File: src/rtl/uart_report_scheduler.sv
// uart_report_scheduler: queues report requests from four sources and issues them round-robin to one UART sender
module uart_report_scheduler #(
  parameter int AUTO_PERIOD_CYC = 100000000,
  parameter int TIMEOUT_CYC = 2000000,
  parameter int GAP_CYC = 16
) (
  input  logic       iClk,
  input  logic       iRstn,
  input  logic       iReqWatchRpt,
  input  logic       iReqSr04Rpt,
  input  logic       iReqTempRpt,
  input  logic       iReqHumRpt,
  input  logic       iAutoEn,
  input  logic [1:0] iAutoSel,
  input  logic       iSenderBusy,
  input  logic       iSenderDone,
  output logic       oSendStart,
  output logic [1:0] oSendSel,
  output logic [3:0] oPending,
  output logic       oBusy,
  output logic       oTimeout
);
  localparam logic [1:0] IDLE = 2'd0, ISSUE = 2'd1, WAIT_DONE = 2'd2, GAP = 2'd3;
  localparam int AW = $clog2(AUTO_PERIOD_CYC);
  localparam int CMAX = TIMEOUT_CYC > GAP_CYC ? TIMEOUT_CYC : GAP_CYC;
  localparam int CW = $clog2(CMAX);
  logic [1:0] state, lastGnt, winner;
  logic [3:0] pending, reqVec, autoVec, clrVec;
  logic [AW-1:0] autoCnt;
  logic [CW-1:0] cnt;
  logic autoWrap, grant, timeHit, gapHit;
  assign reqVec = {iReqHumRpt, iReqTempRpt, iReqSr04Rpt, iReqWatchRpt};
  assign autoWrap = iAutoEn && autoCnt == AW'(AUTO_PERIOD_CYC - 1);
  assign autoVec = autoWrap ? 4'b0001 << iAutoSel : 4'b0000;
  assign grant = state == IDLE && pending != 4'b0000 && !iSenderBusy;
  assign clrVec = grant ? 4'b0001 << winner : 4'b0000;
  assign timeHit = cnt == CW'(TIMEOUT_CYC - 1);
  assign gapHit = cnt == CW'(GAP_CYC - 1);
  assign oPending = pending;
  assign oBusy = state != IDLE;
  // descending scan so the nearest pending index after lastGnt is written last and wins
  always_comb begin
    winner = lastGnt;
    for (int i = 4; i >= 1; i--)
      if (pending[lastGnt + 2'(i)]) winner = lastGnt + 2'(i);
  end
  always_ff @(posedge iClk or negedge iRstn) begin
    if (!iRstn) begin
      state <= IDLE;
      pending <= '0;
      lastGnt <= 2'd3;
      autoCnt <= '0;
      cnt <= '0;
      oSendStart <= 1'b0;
      oSendSel <= 2'b00;
      oTimeout <= 1'b0;
    end else begin
      pending <= (pending & ~clrVec) | reqVec | autoVec;
      autoCnt <= (autoWrap || !iAutoEn) ? '0 : autoCnt + AW'(1);
      oSendStart <= state == ISSUE;
      oTimeout <= state == WAIT_DONE && !iSenderDone && timeHit;
      case (state)
        IDLE: if (grant) begin
          state <= ISSUE;
          oSendSel <= winner;
          lastGnt <= winner;
        end
        ISSUE: begin
          state <= WAIT_DONE;
          cnt <= '0;
        end
        WAIT_DONE: begin
          state <= (iSenderDone || timeHit) ? GAP : WAIT_DONE;
          cnt <= (iSenderDone || timeHit) ? '0 : cnt + CW'(1);
        end
        default: begin
          state <= gapHit ? IDLE : GAP;
          cnt <= gapHit ? '0 : cnt + CW'(1);
        end
      endcase
    end
  end
endmodule

File: config.mk
export PLATFORM = sky130hd
export DESIGN_NAME = uart_report_scheduler
export DESIGN_NICKNAME = d
export VERILOG_FILES = /design/src/rtl/uart_report_scheduler.sv
export SDC_FILE = /design/constraint.sdc
export NUM_CORES = 1
export LEC_CHECK = 0
export BUFFER_PORTS_ARGS = -buffer_cell sky130_fd_sc_hd__buf_4
export CAP_MARGIN = 25
export CORE_ASPECT_RATIO = 0.7
export CORE_MARGIN = 4
export CORE_UTILIZATION = 55
export CTS_CLUSTER_DIAMETER = 120
export CTS_CLUSTER_SIZE = 24
export DETAILED_ROUTE_END_ITERATION = 16
export PLACE_DENSITY = 0.73
export REMOVE_ABC_BUFFERS = 1
export SETUP_SLACK_MARGIN = 0.02
export SLEW_MARGIN = 20
export SYNTH_ARGS = -nofsm -noshare
export SYNTH_HDL_FRONTEND = slang
export SYNTH_SLANG_ARGS = --single-unit
File: constraint.sdc
create_clock -name iClk -period 2.5 [get_ports iClk]
set_input_delay 0.25 -clock iClk [delete_from_list [all_inputs] [get_ports iClk]]
set_output_delay 0.25 -clock iClk [all_outputs]
set_load 0.02 [all_outputs]
==> summary.md <==
The flow ran to the end, but the final reports show violations. The final reports fail on hold timing. The logs give 58.7% for the starting utilization of the core area and 12500 um for the first-pass GRT wire length. The worst setup path category is reg -> reg. The wire length reported by the detailed router was 7060 um. The buffer cell driving the clock tree root was clkbuf_8. The cell family contributing the most delay on the critical path is compound AO/OA/AOI/OAI gates. 0 antenna diodes ended up in the layout.

The tools report the required time reported for the critical path endpoint as 2.72 ns. For the worst-skew pair later-pin latency, the log shows 0.35 ns. Compared with the post-synthesis result, the final layout area differs by 14.4%. The number of I/O port buffers was 19; the final-report hold violation count was 39. In the synthesized netlist the dominant register cell turns out to be dfrtp_1.

The count of buffering cells on the critical path with inverters included is 2, and the share of total power consumed by net switching is 35.8%. Wire length per cell after detailed routing: 15.8 um. In this run the worst path has a maximum fanout of 9. After the last flow step, the layout net total stands at 387. Fill cells in the final layout number 449.

For this design, the CTS-stage hold fixing added 0 buffers. The placeable core area was 5400 um^2; the number of sinks on the clock net was 60. For the final global-route overflow total, the log shows 0. Across the run, the number of max-cap violations was 0. Internal power comes to 2.02 mW.

The register area came out at 1500 um^2. The worst-case vdd ir drop was 0.396 mV; the number of standard-cell rows in the floorplan was 22. Net switching power: 1.12 mW. For this run, the slowest stage of the critical path takes 0.42 ns. The number of optimization iterations in the first detailed-route pass was 4; the fraction of layout cells with a size suffix above 1 was 14.4%. Post-CTS timing repair inserted 0 buffers for setup. For the mapped cell area, the log shows 3170 um^2. Using the TritonRoute via totals, the vias-per-cell ratio works out to 5.74. The overall via count from detail_route was 2564; the total CTS buffers was 9. For the number of antenna violations at the first check in global routing, the log shows 0.

The share of power burned in registers was 37.3%; the hold slack was -0.0235 ns. The slowest stage of the critical path belongs to the cell dfrtp_1. Summed over all failing endpoints, the final setup total negative slack is 0 ns.

The clock-pin slew of the registers on the worst-case setup and hold paths was 0.07 ns. The count of nets left with antenna violations after detail routing was 0. TritonCTS built the clock tree. Entering global routing, the biggest net connects 61 pins.

The average cell area after synthesis is 9.29 um^2. Timing would allow up to 450 MHz. The critical path goes through inv_1 > ha_1 > inv_2 > a211o_1 > nor4_2 > nand2_1 > a21oi_1 > o21ai_0. Cells fill 67.2% of the core in the end.

The tools report the leakage power as 1.58 nW. In the final layout, the multi-input gates occupy 1580 um^2. The run gives 0.00815 ns as the clock skew. During I/O placement, the number of pins put on the boundary was 20.

The wire-length estimate of the detail-placed layout is 4780 um. The combinational group share of total power came out at 32.3%. The run gives 30.4% as the portion of total power attributed to the clock network.

In this run the tightest slew margin relative to its limit is 48.9%. Data arrives at the worst endpoint at 2.44 ns. The total power per unit cell area is 867 nW/um^2, and the final clock period utilization by the worst path is 88.8%.

The finished layout holds 447 standard cells, fillers aside. The tools report the number of DRC violations after detailed routing as 0. The top cell types in the final layout, fill and taps aside, are dfrtp_1, nor2_1, nand2_1. At the placement stage, the worst setup path has a slack of 0.315 ns. Setup repair after global routing left no endpoint under its margin. The synthesized instance count was 341. The H-tree was split into 3 levels. The area of the die was 7060 um^2. The run gives 0 as the number of instances resized during post-cts repair. The run gives 2506 as the number of global-route vias before repair.

Setup violations remaining at the end of the flow were counted as 0. After layout, the minimum clock period comes to 2.22 ns. The transition time of the tightest slew-check pin was 0.766 ns. The last weighted congestion value of the routability-driven placer was 0.802. The aggregate global-route resource usage came out at 22.4%. The number of storage elements in the synthesis netlist is 60, and the number of synthesis warnings is 0. The worst setup path is launched from a flop. Measured along the x axis, the die boundary spans 98.7 um. The logs give 2 for the maximum buffer depth of the clock tree and 238 for the starting DRC count in detailed routing.

The final worst-path setup slack was 0.280 ns. Summing internal, switching and leakage power gives 3.14 mW. The worst hold path belongs to the class in -> async.

The tools report the total count of max-transition violations in the final report as 0. Summing the sequential cell areas from Yosys gives 47.5% of the chip area. In this run, synthesis inferred 0 flip-flops with an integrated enable. In this run, placement finished with an instance count of 431. The post-detailed-placement cell area was 3400 um^2. In this run, distinct cell masters in the synthesized netlist total 50. The post-synthesis async set-or-reset flop share was 100%. The finished cells cover 3620 um^2.

Leading cell type in the layout, fill and taps excluded: dfrtp_1. STA classifies the critical path endpoint as a flop. The floorplan step set the die height to 71.5 um.
## worst reg2reg max path, delay by kind of cell, from the launching register on
kind / cells / cell delay [ns]
AOI/OAI and AO/OA: 3 / 0.68
adders and majority gates: 1 / 0.27
buffers and inverters: 2 / 0.25
DFF: 1 / 0.42
and+or+nand+nor: 2 / 0.45
## power groups by stage
stage | clock, mW | sequential [mW] | combinational (mW)
floorplan | 0 | 1.21 | 0.643
finish | 0.956 | 1.17 | 1.01
CTS | 0.979 | 1.17 | 1.01
detailed placement | 0 | 1.19 | 0.985
global route | 1.03 | 1.19 | 1.13
global placement | 0 | 1.18 | 0.970
## cell type report
cell class / count / share of cell area [%]
repair buffers: 24 / 4.97
flip-flops and latches: 60 / 41.5
clock inverters: 3 / 1.17
clock buffers: 13 / 4.94
inverters: 12 / 1.24
multi-input cells: 263 / 43.7
well taps: 72 / 2.49
## Yosys cell counts (2+ instances only)
| master | number | area [um^2] |
|---|---|---|
| and4_1 | 4 | 35.0 |
| ha_1 | 6 | 75.1 |
| nor3_1 | 9 | 45.0 |
| mux2i_1 | 2 | 20.0 |
| inv_1 | 11 | 41.3 |
| nand2b_1 | 5 | 31.3 |
| buf_4 | 3 | 22.5 |
| nor3b_1 | 2 | 15.0 |
| xnor2_1 | 16 | 140 |
| xor2_1 | 19 | 166 |
| buf_2 | 2 | 10.0 |
| nand4_1 | 13 | 81.3 |
| nand3_1 | 24 | 120 |
| o21ai_1 | 2 | 10.0 |
| nor3_2 | 2 | 20.0 |
| o21ai_0 | 8 | 40.0 |
| o22ai_1 | 2 | 12.5 |
| a21o_1 | 3 | 22.5 |
| or3_1 | 2 | 12.5 |
| and2_1 | 3 | 18.8 |
| dfrtp_1 | 58 | 1450 |
| a21oi_1 | 15 | 75.1 |
| nor4_1 | 3 | 18.8 |
| a22o_1 | 3 | 26.3 |
| dfstp_2 | 2 | 52.6 |
| nand2_1 | 34 | 128 |
| and3_1 | 9 | 56.3 |
| nor4_2 | 3 | 37.5 |
| nor2_1 | 55 | 206 |
## flip-flops by register name, summed over array words and instances, names as in the netlist
register,cells
autoCnt,27
cnt,21
oPending,4
lastGnt,2
oSendSel,2
state,2
oSendStart,1
oTimeout,1
## path summary, 6_finish.rpt
| path | cells after the start | endpoint | from | slack [ns] |
|---|---|---|---|---|
| worst max register to register | 8 | oPending[2] | state[0] | 0.28 |
| worst min register to register | 2 | oSendSel[1] | oSendSel[1] | 0.49 |
| min in group iClk | 2 | oTimeout | iSenderDone | 0.07 |
| max in group asynchronous | 1 | autoCnt[19] | iRstn | 2.02 |
| worst min-delay path | 1 | autoCnt[0] | iRstn | -0.02 |
| worst max-delay path | 8 | oPending[2] | state[0] | 0.28 |
## cells by family after synthesis
kind of cell               share of synthesized area, %
AOI/OAI and AO/OA                                  9.36
xor gates and xnor gates                           9.67
adders and majority gates                          2.37
buffers and inverters                              2.57
DFF                                                47.5
muxes                                             0.632
and+or+nand+nor                                    28.0
## per-layer routing
metal | part of all wire [%] | track usage (%) | vias up
li1 | - | - | 1247
met2 | 42 | 31.8 | 84
met1 | 50 | 33.1 | 1227
met4 | 0.71 | 7.42 | 0
met3 | 6.8 | 6.03 | 6
met5 | 0 | 0 | -
Power figures use the tool's default switching activity.
